### src/rtl/capture_thresh_load_ctrl_if.sv
// Bus bundle between the load_thresh register path, the threshold RAM
// write port and the status register for capture_thresh_load_ctrl.
interface capture_thresh_load_ctrl_if #(
  parameter int CHAN_BITS   = 8,
  parameter int THRESH_BITS = 16
);
  logic [31:0]            reg_data;
  logic                   wr_ok;
  logic                   thr_we;
  logic [CHAN_BITS-1:0]   thr_addr;
  logic [THRESH_BITS-1:0] thr_data;
  logic                   busy;
  logic [31:0]            status;

  // Side that supplies the register word and the RAM port grant.
  modport master (
    output reg_data, wr_ok,
    input  thr_we, thr_addr, thr_data, busy, status
  );

  // Controller side.
  modport slave (
    input  reg_data, wr_ok,
    output thr_we, thr_addr, thr_data, busy, status
  );
endinterface

### src/rtl/capture_thresh_load_ctrl.sv
// Sequences software threshold loads into the capture block's per-channel
// threshold RAM: one channel or a sweep of every channel, gated by wr_ok.
module capture_thresh_load_ctrl #(
  parameter int CHAN_BITS   = 8,
  parameter int THRESH_BITS = 16
) (
  input  logic                         OPB_Clk,
  input  logic                         OPB_Rst,
  capture_thresh_load_ctrl_if.slave    bus
);

  localparam logic [1:0] IDLE      = 2'd0;
  localparam logic [1:0] WRITE_ONE = 2'd1;
  localparam logic [1:0] SWEEP     = 2'd2;

  localparam logic [CHAN_BITS-1:0] LAST_CHAN = {CHAN_BITS{1'b1}};

  logic [1:0]             state;
  logic                   load_prev;
  logic                   load_edge;
  logic [CHAN_BITS-1:0]   chan_lat;
  logic [THRESH_BITS-1:0] thr_lat;
  logic [CHAN_BITS-1:0]   sweep_addr;
  logic                   overrun;
  logic [15:0]            load_count;
  logic                   thr_we;
  logic [CHAN_BITS-1:0]   thr_addr;
  logic [THRESH_BITS-1:0] thr_data;

  // Rising edge of the software load bit.
  assign load_edge = bus.reg_data[31] & ~load_prev;

  // Control state, latched fields, RAM write port and status counters.
  always_ff @(posedge OPB_Clk) begin
    if (OPB_Rst) begin
      // NOTE: all state uses non-blocking assignments so every register
      // samples pre-edge values, independent of statement order.
      state      <= IDLE;
      load_prev  <= 1'b1;  // a load bit held through reset is not an edge
      chan_lat   <= '0;
      thr_lat    <= '0;
      sweep_addr <= '0;
      overrun    <= 1'b0;
      load_count <= '0;
      thr_we     <= 1'b0;
      thr_addr   <= '0;
      thr_data   <= '0;
    end else begin
      load_prev <= bus.reg_data[31];
      thr_we    <= 1'b0;

      // An edge while an operation is running is only recorded.
      if (load_edge && state != IDLE) begin
        overrun <= 1'b1;
      end

      case (state)
        IDLE: begin
          if (load_edge) begin
            chan_lat   <= bus.reg_data[16 +: CHAN_BITS];
            thr_lat    <= bus.reg_data[THRESH_BITS-1:0];
            sweep_addr <= '0;
            state      <= bus.reg_data[30] ? SWEEP : WRITE_ONE;
          end
        end

        WRITE_ONE: begin
          if (bus.wr_ok) begin
            thr_we     <= 1'b1;
            thr_addr   <= chan_lat;
            thr_data   <= thr_lat;
            load_count <= load_count + 16'd1;
            state      <= IDLE;
          end
        end

        SWEEP: begin
          if (bus.wr_ok) begin
            thr_we   <= 1'b1;
            thr_addr <= sweep_addr;
            thr_data <= thr_lat;
            if (sweep_addr == LAST_CHAN) begin
              load_count <= load_count + 16'd1;
              state      <= IDLE;
            end else begin
              sweep_addr <= sweep_addr + 1'b1;
            end
          end
        end

        default: state <= IDLE;
      endcase
    end
  end

  assign bus.thr_we   = thr_we;
  assign bus.thr_addr = thr_addr;
  assign bus.thr_data = thr_data;
  assign bus.busy     = (state != IDLE);
  assign bus.status   = {(state != IDLE), overrun, 14'd0, load_count};

endmodule

### src/flat_wrapper.sv
// flat-port wrapper written by rule: the top's interface ports become plain ports
module capture_thresh_load_ctrl_flat 
#(
  parameter int CHAN_BITS   = 8,
  parameter int THRESH_BITS = 16
)
  (OPB_Clk, OPB_Rst, bus_reg_data, bus_wr_ok, bus_thr_we, bus_thr_addr, bus_thr_data, bus_busy, bus_status);
  capture_thresh_load_ctrl_if #(.CHAN_BITS(CHAN_BITS), .THRESH_BITS(THRESH_BITS)) bus_i ();
  input  logic OPB_Clk;
  input  logic OPB_Rst;
  input wire logic [$bits(bus_i.reg_data)-1:0] bus_reg_data;
  input wire logic [$bits(bus_i.wr_ok)-1:0] bus_wr_ok;
  output wire logic [$bits(bus_i.thr_we)-1:0] bus_thr_we;
  output wire logic [$bits(bus_i.thr_addr)-1:0] bus_thr_addr;
  output wire logic [$bits(bus_i.thr_data)-1:0] bus_thr_data;
  output wire logic [$bits(bus_i.busy)-1:0] bus_busy;
  output wire logic [$bits(bus_i.status)-1:0] bus_status;
  assign bus_i.reg_data = bus_reg_data;
  assign bus_i.wr_ok = bus_wr_ok;
  assign bus_thr_we = bus_i.thr_we;
  assign bus_thr_addr = bus_i.thr_addr;
  assign bus_thr_data = bus_i.thr_data;
  assign bus_busy = bus_i.busy;
  assign bus_status = bus_i.status;
  capture_thresh_load_ctrl #(.CHAN_BITS(CHAN_BITS), .THRESH_BITS(THRESH_BITS)) u_core (.OPB_Clk(OPB_Clk), .OPB_Rst(OPB_Rst), .bus(bus_i));
endmodule
### config.mk
export PLATFORM = sky130hd
export DESIGN_NAME = capture_thresh_load_ctrl_flat
export DESIGN_NICKNAME = d
export VERILOG_FILES = /design/src/rtl/capture_thresh_load_ctrl_if.sv /design/src/rtl/capture_thresh_load_ctrl.sv /design/src/flat_wrapper.sv
export SDC_FILE = /design/constraint.sdc
export NUM_CORES = 1
export LEC_CHECK = 0
export CORE_MARGIN = 8
export CORE_UTILIZATION = 42
export CTS_CLUSTER_DIAMETER = 150
export DETAILED_ROUTE_END_ITERATION = 16
export PLACE_DENSITY = 0.75
export SLEW_MARGIN = 10
export SYNTH_ARGS = -nofsm -noshare
export SYNTH_HDL_FRONTEND = slang
export SYNTH_SLANG_ARGS = --single-unit
### constraint.sdc
create_clock -name OPB_Clk -period 1.9 [get_ports OPB_Clk]
set_clock_uncertainty 0.15 [all_clocks]
set_input_delay 0.57 -clock OPB_Clk [delete_from_list [all_inputs] [get_ports OPB_Clk]]
set_output_delay 0.57 -clock OPB_Clk [all_outputs]
set_load 0.05 [all_outputs]
==> impl.org <==
** Power
- For this design the total switching power over the nets is 0.878 mW.
- Of the total power, registers draw 47.8%.
- Part of the total power dissipated in the clock network :: 40.3%
- IR analysis of the VDD net gives a maximum drop of 0.000424 V.
- Internal Dissipation :: 2.61 mW
- Net switching fraction of the power :: about a quarter
- Share of total power in combinational logic :: 11.9%
- Power comes to 3.49 mW.
- Pwr Density :: 693 nW/µm²
- Leakage dissipation :: 1.91 nW

** Finish
- Fraction of layout instances using a drive strength above 1 :: 25.0%
- Fill cells in the final layout number 628.
- Cell area after layout :: 5030 µm²
- Net count of the finished layout :: 527
- Multi-input logic area :: 1610 µm²
- From synthesis to final layout, the design area changed by 54.7%.
- Cells fill 66.2% of the core in the end.
- Number of standard cells in the final layout excluding fillers :: 594
- Antenna diode instance count :: 0
- Area taken by flip-flops and latches :: 1550 µm²

** Drt
- Overall via count from detail_route :: 3,010
- After the first detailed-routing iteration, the DRC count stood at 103.
- The count of nets left with antenna violations once routing finished came out at 0.
- The final layout contains routed wiring with a total length of roughly 8.5 mm.
- Via density per instance :: 5.07
- The first detailed-routing pass ran for 5 iterations.
- In the final routed layout, each cell accounts on average for 14.3 µm.
- Detailed-route DRC error count :: 0

** Timing
- Setup violation total in the final timing report :: 3
- Period minus WS final :: 1.94 ns
- Pins Over Slew Limit :: 0
- The final-report hold violation count was 0.
- Setup repair after global routing missed its margin :: true
- Dividing the final minimum period by the clock period gives 102%.
- Min setup slack post-route :: -0.0448 ns
- F_max :: around 0.5 GHz

** Floorplanning
- Number of rows in the core area :: 32
- For this configuration, the core starts out at a cell density of 42.8%.
- Floorplan core area :: 7610 µm²
- The floorplan step defined a die boundary enclosing 10,800 µm².
- Pin placement for this block handled 93 I/O pins.
- Width of the chip :: roughly 100 µm
- Vertical die dimension :: 104 µm

** Global route
- Antenna violations before repair :: 0
- GRT Residual Overflow :: 0
- Vias in the first global route :: 3,053
- Entering global routing, the biggest net connects approximately 80 pins.
- Global-route usage over all layers :: 15.3%
- The first global-routing pass estimated 13.9 mm of wire.

** Setup path
- Counting both buffers and inverters, the worst setup path holds a total of 3.
- Gate family responsible for the most delay along the worst path :: buffers and inverters
- Data on the critical path is required at its endpoint by around 1.2 ns.
- Of all nets on the critical path, the largest fanout is 3.
- The worst setup path is captured at an output pin.
- Worst Path Arrival :: 1.22 ns
- The slowest stage of the critical path belongs to the cell sky130_fd_sc_hd__dfxtp_2.
- Counting cells, the worst reg-to-reg path comes to 8.
- Reg-to-Reg Start :: u_core.state[0]
- Across all register-to-register paths, the minimum setup slack is 0 ns.
- STA classifies the critical path startpoint as a register.
- In this design, the stage delay of the slowest critical-path cell is between 0.3 and 0.4 ns.
- Reg2Reg Capture Point :: u_core.sweep_addr[5]
- The critical path is of the register to output pin type.
- Crit path cell chain :: inv_4 -> ha_4 -> clkinvlp_4 -> buf_12

** Placement
- Before CTS, the worst setup slack after placement is -0.522 ns.
- In this run the cell area measured after placement is ~4700 µm².
- The count of buffers added on input and output ports is 72.
- Including well taps, the total number of placed cells is 571.
- The congestion estimate from routability-driven global placement came to 0.781.
- Detailed Place HPWL :: 5.90 mm

** Clocking
- The later pin in the worst-skew pair is clocked with a latency of roughly 0.33 ns.
- Clock transition at path regs :: 0.08 ns
- CTS saw 77 sinks.
- Counting the buffers created by CTS gives 9.
- CTS max path bufs :: 2
- TritonCTS built the clock tree.
- In this run the clock root is driven by a sky130_fd_sc_hd__clkbuf_8.
- In this run the number of H-tree levels came out at 3.

** Yosys
- Area of the mapped netlist :: 3250 µm²
- Cell types occupying the most area after synthesis :: sky130_fd_sc_hd__dfxtp_1, sky130_fd_sc_hd__nand2_1, sky130_fd_sc_hd__a21oi_1
- Share of synthesized registers carrying an async set or reset :: 0%
- Predominant post-synthesis flop cell :: sky130_fd_sc_hd__dfxtp_1
- Yosys mapped the design onto 43 distinct sky130hd cell types.
- Register area share after synthesis :: between 40% and 50%
- Post-synthesis instance total :: 395
- Yosys printed 0 warnings.
- Area share of the largest cell type after synthesis :: 47.4%
- The synthesized design contains 77 register bits.
- Post-synthesis cell type with the largest combined area :: sky130_fd_sc_hd__dfxtp_1
- Averaged over all synthesized cells, the footprint is 8.24 µm².
- Yosys mapped a number of flops with a built-in enable equal to 0.

** Run status
- The flow ran to the end, but the final reports show violations.
- The checks that failed: negative setup slack.

** Worst hold path
- Counting instances, the worst hold path has a depth of 2.
- In this run the most critical hold path is launched from u_core.thr_lat[8].
- The path class of the tightest hold or removal check is register to register.
- End point of the worst hold path :: u_core.bus.thr_data[8]

** Job
- Max-cap violations in this run came to 0.
[tightest hold or removal path, stage by stage (launching register included)]
cell	delay, ns
sky130_fd_sc_hd__dfxtp_1	0.32
sky130_fd_sc_hd__nand2_1	0.05
sky130_fd_sc_hd__a21oi_1	0.05
[layer usage]
metal / vias to the layer above / routed length (µm) / track usage (%)
met5: - / 0 / 0
met4: 0 / 208 / 7.14
met3: 21 / 559 / 3.72
met2: 114 / 4210 / 26.1
met1: 1396 / 3530 / 17.5
li1: 1479 / - / -
[through the flow]
| stage | setup TNS, ns | hold WS, ns |
|---|---|---|
| 3_5_place_dp | -16.37 | 0.297 |
| 6_report | -0.0941 | 0.302 |
| 2_1_floorplan | -0.0151 | 0.282 |
| 5_1_grt | -0.336 | 0.324 |
| 3_3_place_gp | -15.02 | 0.286 |
| 4_1_cts | -0.116 | 0.307 |
[power by group through the flow]
| stage | Combinational, mW | Clock [mW] | Sequential [mW] |
|---|---|---|---|
| detailed placement | 0.394 | 0 | 1.70 |
| finish | 0.415 | 1.41 | 1.67 |
| floorplan | 0.215 | 0 | 1.73 |
| global placement | 0.389 | 0 | 1.70 |
| CTS | 0.405 | 1.42 | 1.66 |
| global route | 0.445 | 1.49 | 1.67 |
[area by class of cell]
type	instances	share of cell area (%)
inverters	7	0.696
clock inverters	6	1.86
clock buffers	10	2.73
flip-flops and latches	77	30.8
repair buffers	107	29.5
multi-input cells	285	31.9
well taps	102	2.54
[registers in the layout, summed over array words and instances (netlist names)]
name,count
u_core.load_count,16
u_core.bus.thr_data,16
u_core.sweep_addr,8
u_core.bus.thr_addr,8
u_core.load_prev,1
u_core.bus.thr_we,1
u_core.chan_lat,8
u_core.thr_lat,16
u_core.overrun,1
u_core.state,2
[kinds of logic (layout without fill, tap and decap cells)]
family                     count (synthesis)  count (layout)  share of synthesized area (%)
buffers and inverters                     46             130                           7.38
other                                      1              14                          0.115
and+or+nand+nor                          171             171                           23.8
AOI/OAI and AO/OA                         72              72                           12.8
xor gates and xnor gates                  14              14                           3.77
adders and majority gates                  5               5                           1.92
DFF                                       77              77                           47.4
muxes                                      9               9                           2.81
[placed cells by master (no fill, tap or decap), types with 4 or more instances in the layout]
cell type | Yosys | routed
sky130_fd_sc_hd__nand2_1 | 92 | 92
sky130_fd_sc_hd__dfxtp_1 | 77 | 70
sky130_fd_sc_hd__buf_12 | 0 | 49
sky130_fd_sc_hd__a21oi_1 | 43 | 43
sky130_fd_sc_hd__buf_4 | 17 | 30
sky130_fd_sc_hd__nor2_1 | 29 | 29
sky130_fd_sc_hd__clkdlybuf4s50_1 | 0 | 25
sky130_fd_sc_hd__conb_1 | 1 | 14
sky130_fd_sc_hd__nand3_1 | 13 | 13
sky130_fd_sc_hd__xor2_1 | 12 | 12
sky130_fd_sc_hd__clkbuf_8 | 0 | 10
sky130_fd_sc_hd__mux2i_1 | 8 | 8
sky130_fd_sc_hd__a211oi_1 | 8 | 8
sky130_fd_sc_hd__nand4_1 | 8 | 8
sky130_fd_sc_hd__dfxtp_2 | 0 | 7
sky130_fd_sc_hd__o21ai_0 | 7 | 6
sky130_fd_sc_hd__a21o_1 | 5 | 5
sky130_fd_sc_hd__and3_1 | 5 | 4
sky130_fd_sc_hd__nand2b_1 | 5 | 4
[how the worst max path moves through the flow]
stage                          from               endpoint  slack, ns  depth (start not counted)
5_1_grt             u_core.state[0]         bus_status[31]      -0.07                          4
3_5_place_dp              bus_wr_ok  u_core.load_count[14]      -0.52                          7
2_1_floorplan  u_core.load_count[7]  u_core.load_count[15]      -0.02                          5
6_report            u_core.state[0]         bus_status[31]      -0.04                          4
3_3_place_gp              bus_wr_ok  u_core.load_count[14]      -0.45                          7
4_1_cts             u_core.state[1]         bus_status[31]      -0.05                          4
[repair_timing]
| action | CTS | global route |
|---|---|---|
| setup buffers | 2 | 5 |
| hold buffers | 0 | 0 |
| endpoints found under the setup margin | 18 | 23 |
| pin swaps | 3 | 3 |
| resized for setup | 11 | 13 |
[cell usage after synthesis (2+ instances only)]
library cell	n
sky130_fd_sc_hd__a211oi_1	8
sky130_fd_sc_hd__a21o_1	5
sky130_fd_sc_hd__a21oi_1	43
sky130_fd_sc_hd__and2_1	3
sky130_fd_sc_hd__and3_1	5
sky130_fd_sc_hd__and4_1	2
sky130_fd_sc_hd__buf_1	2
sky130_fd_sc_hd__buf_2	3
sky130_fd_sc_hd__buf_4	17
sky130_fd_sc_hd__clkbuf_1	17
sky130_fd_sc_hd__dfxtp_1	77
sky130_fd_sc_hd__ha_1	5
sky130_fd_sc_hd__inv_1	6
sky130_fd_sc_hd__mux2i_1	8
sky130_fd_sc_hd__nand2_1	92
sky130_fd_sc_hd__nand2b_1	5
sky130_fd_sc_hd__nand3_1	13
sky130_fd_sc_hd__nand4_1	8
sky130_fd_sc_hd__nor2_1	29
sky130_fd_sc_hd__nor2b_1	2
sky130_fd_sc_hd__nor3_1	2
sky130_fd_sc_hd__nor3b_1	2
sky130_fd_sc_hd__o21ai_0	7
sky130_fd_sc_hd__o22ai_1	2
sky130_fd_sc_hd__or2_2	2
sky130_fd_sc_hd__xnor2_1	2
sky130_fd_sc_hd__xor2_1	12
Note: power is estimated with default switching activity, not from simulation.
